<file path="config.mk">
export PLATFORM = sky130hd
export DESIGN_NAME = mul_arbiter
export DESIGN_NICKNAME = d
export VERILOG_FILES = /design/src/rtl/mul_arbiter_pkg.sv /design/src/rtl/mul.sv /design/src/rtl/mul_arbiter.sv
export SDC_FILE = /design/constraint.sdc
export NUM_CORES = 1
export LEC_CHECK = 0
export CORE_MARGIN = 5
export CORE_UTILIZATION = 40
export CTS_BUF_LIST = sky130_fd_sc_hd__clkbuf_8 sky130_fd_sc_hd__clkbuf_16
export CTS_CLUSTER_SIZE = 24
export DETAILED_ROUTE_END_ITERATION = 8
export GPL_TIMING_DRIVEN = 0
export HOLD_SLACK_MARGIN = 0.06
export PLACE_DENSITY = 0.66
export SKIP_CTS_REPAIR_TIMING = 1
export SLEW_MARGIN = 10
export SYNTH_ARGS = -nofsm -noshare
export SYNTH_HDL_FRONTEND = slang
export SYNTH_SLANG_ARGS = --single-unit
</file>
<file path="constraint.sdc">
create_clock -name clk -period 6.8 [get_ports clk]
set_clock_uncertainty 0.05 [all_clocks]
set_input_delay 1.36 -clock clk [delete_from_list [all_inputs] [get_ports clk]]
set_output_delay 1.36 -clock clk [all_outputs]
set_load 0.02 [all_outputs]
</file>
<file path="src/rtl/mul_arbiter_pkg.sv">
// Shared types and constants for the two-requester multiplier arbiter.
package mul_arbiter_pkg;

    localparam int DEFAULT_N_BIT = 4;
    localparam int ID_W          = 1;

    typedef enum logic [1:0] {
        IDLE = 2'd0,
        CALC = 2'd1,
        DONE = 2'd2
    } state_t;

endpackage

</file>
<file path="src/rtl/mul.sv">
// Combinational N_BIT x N_BIT array multiplier, unsigned or two's-complement.
module mul #(
    parameter int N_BIT    = 4,
    parameter int RES_SIZE = 2 * N_BIT
) (
    input  logic [N_BIT-1:0]    a,
    input  logic [N_BIT-1:0]    b,
    input  logic                mul_type,
    output logic [RES_SIZE-1:0] product
);

    logic [RES_SIZE-1:0] a_ext;
    logic [RES_SIZE-1:0] b_ext;
    logic [RES_SIZE-1:0] acc [0:RES_SIZE];

    // Extending both operands to full width makes the modular product correct for signed mode too.
    assign a_ext = mul_type ? {{(RES_SIZE-N_BIT){a[N_BIT-1]}}, a} : {{(RES_SIZE-N_BIT){1'b0}}, a};
    assign b_ext = mul_type ? {{(RES_SIZE-N_BIT){b[N_BIT-1]}}, b} : {{(RES_SIZE-N_BIT){1'b0}}, b};

    assign acc[0] = '0;

    genvar gi;
    generate
        for (gi = 0; gi < RES_SIZE; gi++) begin : g_pp
            logic [RES_SIZE-1:0] pp;
            assign pp         = b_ext[gi] ? (a_ext << gi) : '0;
            assign acc[gi+1]  = acc[gi] + pp;
        end
    endgenerate

    assign product = acc[RES_SIZE];

endmodule

</file>
<file path="src/rtl/mul_arbiter.sv">
// Round-robin sharing of one multiplier between two requesters with a tagged,
// backpressured response channel.
module mul_arbiter
    import mul_arbiter_pkg::*;
#(
    parameter int N_BIT    = DEFAULT_N_BIT,
    parameter int RES_SIZE = 2 * N_BIT
) (
    input  logic                clk,
    input  logic                rst_n,
    input  logic                req0_valid,
    output logic                req0_ready,
    input  logic [N_BIT-1:0]    req0_a,
    input  logic [N_BIT-1:0]    req0_b,
    input  logic                req0_signed,
    input  logic                req1_valid,
    output logic                req1_ready,
    input  logic [N_BIT-1:0]    req1_a,
    input  logic [N_BIT-1:0]    req1_b,
    input  logic                req1_signed,
    output logic                resp_valid,
    input  logic                resp_ready,
    output logic [ID_W-1:0]     resp_id,
    output logic [RES_SIZE-1:0] resp_product,
    output logic                busy
);

    state_t              state_reg, state_next;
    logic [ID_W-1:0]     last_id_reg;
    logic [N_BIT-1:0]    op_a_reg, op_b_reg;
    logic                op_signed_reg;
    logic [ID_W-1:0]     op_id_reg;
    logic [RES_SIZE-1:0] resp_product_reg;
    logic [ID_W-1:0]     resp_id_reg;
    logic [RES_SIZE-1:0] mul_product;
    logic                grant_valid;
    logic [ID_W-1:0]     grant_id;

    always_comb begin
        state_next  = state_reg;
        grant_valid = 1'b0;
        grant_id    = '0;
        case (state_reg)
            IDLE: begin
                if (req0_valid || req1_valid) begin
                    grant_valid = 1'b1;
                    // Under contention the requester that did not win last time goes first.
                    if (req0_valid && req1_valid)
                        grant_id = ~last_id_reg;
                    else
                        grant_id = req1_valid;
                    state_next = CALC;
                end
            end
            CALC:    state_next = DONE;
            DONE:    if (resp_ready) state_next = IDLE;
            default: state_next = IDLE;
        endcase
        req0_ready = grant_valid && (grant_id == 1'b0);
        req1_ready = grant_valid && (grant_id == 1'b1);
    end

    always_ff @(posedge clk or negedge rst_n) begin
        if (!rst_n) begin
            state_reg     <= IDLE;
            last_id_reg   <= 1'b1;
            op_a_reg      <= '0;
            op_b_reg      <= '0;
            op_signed_reg <= 1'b0;
            op_id_reg     <= '0;
        end else begin
            state_reg <= state_next;
            if (grant_valid) begin
                last_id_reg   <= grant_id;
                op_id_reg     <= grant_id;
                op_a_reg      <= (grant_id == 1'b1) ? req1_a      : req0_a;
                op_b_reg      <= (grant_id == 1'b1) ? req1_b      : req0_b;
                op_signed_reg <= (grant_id == 1'b1) ? req1_signed : req0_signed;
            end
        end
    end

    mul #(
        .N_BIT    (N_BIT),
        .RES_SIZE (RES_SIZE)
    ) u_mul (
        .a        (op_a_reg),
        .b        (op_b_reg),
        .mul_type (op_signed_reg),
        .product  (mul_product)
    );

    always_ff @(posedge clk or negedge rst_n) begin
        if (!rst_n) begin
            resp_product_reg <= '0;
            resp_id_reg      <= '0;
        end else if (state_reg == CALC) begin
            resp_product_reg <= mul_product;
            resp_id_reg      <= op_id_reg;
        end
    end

    assign resp_valid   = (state_reg == DONE);
    assign resp_product = resp_product_reg;
    assign resp_id      = resp_id_reg;
    assign busy         = (state_reg != IDLE);

endmodule
</file>
After elaboration in Yosys (flattened, before gate mapping)
Cells that the tools add are included.
- output and inout bits: 13
- input port bits: 23
- register bits: 22
- logic and storage cells: 49
- eq/ne operators: 4
- multiplexer cells: 21
- reductions and logical operators: 7
- bitwise logic cells: 2
- add/subtract/negate cells: 7
- operators by type and width (operator ; count):
    8-bit 2-to-1 mux ; 10
    8-bit adder ; 7
    4-bit 2-to-1 mux ; 2
    1-bit 2-to-1 mux ; 6
    2-bit one-hot mux with 3 select lines ; 1
    2-bit 2-to-1 mux ; 2
    1-bit logical AND ; 3
    2-bit by 1-bit equality test with 1-bit output, second input constant ; 1
    2-bit equality test, second input constant ; 1
    2-bit zero test ; 1
    2-bit by 1-bit inequality test with 1-bit output, second input constant ; 1
    2-bit inequality test, second input constant ; 1
    1-bit NOT ; 2
    2-bit AND reduction ; 1
    2-bit nonzero test ; 1
    1-bit logical OR ; 1

Logic depth before layout (Yosys ltp)
- depth after elaboration: 9
- depth in mapped cells: 15

By module
From an unflattened synthesis, not the netlist that was laid out.
- cell total of the unflattened synthesis: 165
- area total of the unflattened synthesis: 1721.7 µm²
- modules (own cells, without submodules) (module ; instances ; area each (µm²) ; cells an instance):
    mul_arbiter ; 1 ; 1017.2 ; 89
    mul ; 1 ; 704.4 ; 76

Worst setup path after synthesis
Ideal clock, no wire load.
- path kind: register to register
- start: register op_b_reg[3]
- end: register resp_product_reg[7], in the netlist resp_product[7]
- setup slack: 2.795 ns
- required time: 6.674 ns
- cell stages (with the launch flop): 14
- data arrival time: 3.879 ns
- buffers on the path: 0
- clock period less this slack: 4.005 ns
- cells stage by stage: dfrtp_1 -> and3_1 -> fa_1 -> inv_1 -> fa_1 -> inv_1 -> fa_1 -> ha_1 -> ha_1 -> fa_1 -> xnor2_1 -> xnor2_1 -> xnor3_1 -> o21ai_1
- word-level cells in the longest chain between the ends: 7
- elaborated cells on any way between the ends: 11
- those cells by class: add/sub (5); mux (6)
- RTL lines (element ; RTL line ; source):
    from (decl) ; mul_arbiter.sv:30 ; logic [N_BIT-1:0] op_a_reg, op_b_reg;
    from (signal assigned) ; mul_arbiter.sv:77 ; op_b_reg <= (grant_id == 1'b1) ? req1_b : req0_b;
    8-bit 2-to-1 mux * ; mul.sv:18 ; assign b_ext = mul_type ? {{(RES_SIZE-N_BIT){b[N_BIT-1]}}, b} : {{(RES_SIZE-N_BIT){1'b0}}, b};
    8-bit 2-to-1 mux ; mul.sv:26 ; assign pp = b_ext[gi] ? (a_ext << gi) : '0;
    8-bit adder (4 in a row) ; mul.sv:27 ; assign acc[gi+1] = acc[gi] + pp;
    8-bit adder * ; mul.sv:27 ;
    to (signal assigned) ; mul_arbiter.sv:98 ; resp_product_reg <= mul_product;
    to (decl) ; mul_arbiter.sv:33 ; logic [RES_SIZE-1:0] resp_product_reg;
Mark *: on every way between the ends. The rest lies on a longest branch, timed or not.
A chain may end at the register's enable or synchronous reset.

Final worst setup path
- start: input port req0_valid
- end: output port req1_ready
- word-level cells in the longest chain between the ends: 5
- elaborated cells on any way between the ends: 8
- those cells by class: mux (5); reduce/logical (3)
- RTL lines (element ; RTL line ; source):
    from (decl) ; mul_arbiter.sv:11 ; input logic req0_valid,
    1-bit logical AND ; mul_arbiter.sv:48 ; if (req0_valid && req1_valid)
    1-bit 2-to-1 mux ; mul_arbiter.sv:48 ;
    1-bit 2-to-1 mux ; mul_arbiter.sv:45 ; if (req0_valid || req1_valid) begin
    1-bit 2-to-1 mux ; mul_arbiter.sv:43 ; case (state_reg)
    1-bit logical AND * ; mul_arbiter.sv:60 ; req1_ready = grant_valid && (grant_id == 1'b1);
    to (decl) ; mul_arbiter.sv:17 ; output logic req1_ready,
Marked as above.

==> metrics.txt <==
status=completed; FF-to-FF Start=op_b_reg[3]$_DFFE_PN0P_; global-route wire length before repair=slightly above 6000 um; final setup fails=0; Hold Path End=resp_product[7]$_DFFE_PN0N_; 1st-iter DRT viols=81; Leak=about 1.0 nW; largest net degree at the start of global routing=23; Tcrit/Tclk final=0.639; Post-DP HPWL=~2800 um; Largest register FFs=8; most common cell in the synthesized netlist=inv_1; Rel. slew slack=0.324; Via Count=approximately 1200; Starting Density=0.420; Synth Cell Area=1570 um^2; DIE HEIGHT=about 73 um; Worst-Skew Late Latency=260 ps; Core Box Area=3740 um^2; Hold Path Class=reg -> reg; Clock Pin Slew Worst Setup and Hold Paths=around 90 ps; Syn Nets=~190; Setup CP Type=in -> out; Final min period=between 4000 and 5000 ps; CTS root buffer=clkbuf_8; Yosys warning count=0; max frequency=between 0.2 and 0.25 GHz; Cell variety after synth=22; R2R Setup Slk=roughly 2500 ps; critical path capture point type=output port; # rows=22; htree depth=1; sequential power share=0.273; grt ovf=0; P per Cell Area=469 nW/um^2; Worst Setup Start Kind=input pin; Hold Violations, Final=0; Post-Syn Area per Cell=approximately 11 um^2; top area cells in the synthesized netlist=dfrtp_1 33%, fa_1 18%, ha_1 8.0%; internal power=561 uW; Total Power=approximately 960 uW; Ports=36; clk sinks=22; Inserted Clock Buffers=3; Seq/Total Area, Yosys=0.351; MaxCap Viol Count=0; Post-synth ARST share=1.00; #FFs+latches synth=22; Tot GR Track Use=0.147; vias in the first global route=roughly 1300; Vias/cell=approximately 5.1; Worst EP arrival=just under 3000 ps; # DRC=0; CP required=~5400 ps; Yosys top cell area share=0.334; Cells after Synth=approximately 150; Total Wirelength=about 3500 um; GP Congestion=0.796; Primary FF master, synth=dfrtp_1; initial antenna violation count=0; Clk pwr share=0.127; die area=between 5000 and 6000 um^2; Routed wire per std cell=15.1 um; TritonCTS clock tree=built; DR pass1 iterations=7; area delta synth->final=30.7%; port bufs=35; crit path max fanout=10; Slew @ Worst Pin=1010 ps; Critical R2R Capture=resp_product[7]$_DFFE_PN0N_; Hold Path Depth=2; Combinational Power Share=0.600; worst reg2reg path depth=13; RSZ-0062 raised after global routing=no; NumNets Final=approximately 230; Worst Hold Launch=resp_product[7]$_DFFE_PN0N_; EDFF count, synth=0; antenna-violating nets left=0; Pins Over Slew Limit=0; Peak VDD IR=0.233 mV; ANT cells=0; commonest cells in the netlist=31 x inv_1, 21 x dfrtp_1, 14 x fa_1, 11 x nand2_1, 10 x ha_1; Final TNS setup=0 ps; sw frac=0.417; Die Span X=72.7 um; Clock Path Buffers=2; cell taking the most area after synthesis=dfrtp_1; Switch Pwr=around 400 uW; share of layout cells above drive strength 1=0.0978
==> critical path: stages <==
cell	delay, ps
clkdlybuf4s50_1	440
nand2_1	70
and3_1	200
buf_2	230
clkdlybuf4s50_1	640
==> placed cells by master (no fill, tap or decap), drive strengths merged, types with 2 or more instances in the layout <==
cell type / netlist / final
and2: 9 / 9
o21ai: 4 / 4
clkbuf: 2 / 5
inv: 31 / 31
clkdlybuf4s50: 0 / 35
nand2b: 3 / 3
a21o: 2 / 2
buf: 3 / 3
nand3: 4 / 4
nand2: 11 / 11
a222oi: 9 / 9
xnor2: 6 / 6
nor2: 2 / 2
dfrtp: 21 / 21
fa: 14 / 14
xnor3: 2 / 2
and3: 4 / 4
mux2: 7 / 7
ha: 10 / 10
==> worst max-delay path by stage <==
| stage | slack (ps) | startpoint | cells after the start | to |
|---|---|---|---|---|
| 2_1_floorplan | 2790 | op_b_reg[3]$_DFFE_PN0P_ | 13 | resp_product[7]$_DFFE_PN0N_ |
| 6_report | 2460 | req0_valid | 5 | req1_ready |
| 5_1_grt | 2300 | op_b_reg[3]$_DFFE_PN0P_ | 13 | resp_product[7]$_DFFE_PN0N_ |
| 3_5_place_dp | 2470 | req0_valid | 5 | req1_ready |
| 4_1_cts | 2460 | req0_valid | 5 | req1_ready |
| 3_3_place_gp | 2480 | req0_valid | 5 | req1_ready |
==> cell type report <==
| cell class | count | area [um^2] |
|---|---|---|
| fillers | 363 | 1690 |
| well taps | 48 | 60.1 |
| clock inverters | 1 | 30.0 |
| flip-flops and latches | 22 | 552 |
| repair buffers | 35 | 350 |
| plain buffers | 5 | 22.5 |
| inverters | 31 | 116 |
| multi-input cells | 87 | 881 |
| clock buffers | 3 | 41.3 |
==> power groups by stage <==
stage                     clock network (mW)  logic (mW)  registers, mW
final                                  0.122       0.577          0.263
after global routing                   0.135       0.670          0.274
after CTS                              0.127       0.598          0.264
after detailed placement                   0       0.594          0.265
after global placement                     0       0.574          0.260
after floorplan                            0       0.386          0.269
==> per-stage QoR <==
step / utilization / area [um^2] / setup WS, ps / std cells / hold slack, ps
after global placement: 0.529 / 1980 / 2480 / 228 / 417
after global routing: 0.548 / 2050 / 2300 / 232 / 486
after detailed placement: 0.529 / 1980 / 2470 / 228 / 437
after floorplan: - / 1570 / 2790 / 145 / 396
final: 0.548 / 2050 / 2460 / 232 / 452
after CTS: 0.548 / 2050 / 2460 / 232 / 458
==> cells by family after synthesis <==
group | synth area share
AO/OA/AOI/OAI | 0.0796
buffers and inverters | 0.0884
AND/OR/NAND/NOR | 0.111
flip-flops | 0.351
adder cells (fa/ha/maj) | 0.258
multiplexers | 0.0502
XOR/XNOR | 0.0621
==> routing by layer <==
layer | part of all wire | track usage | vias to the layer above
li1 | - | - | 550
met1 | 0.40 | 0.180 | 600
met2 | 0.56 | 0.268 | 23
met3 | 0.039 | 0.0207 | 2
met4 | 0.0040 | 0.0389 | 0
met5 | 0 | 0 | -
No activity file was read; power rests on OpenSTA's default activity.
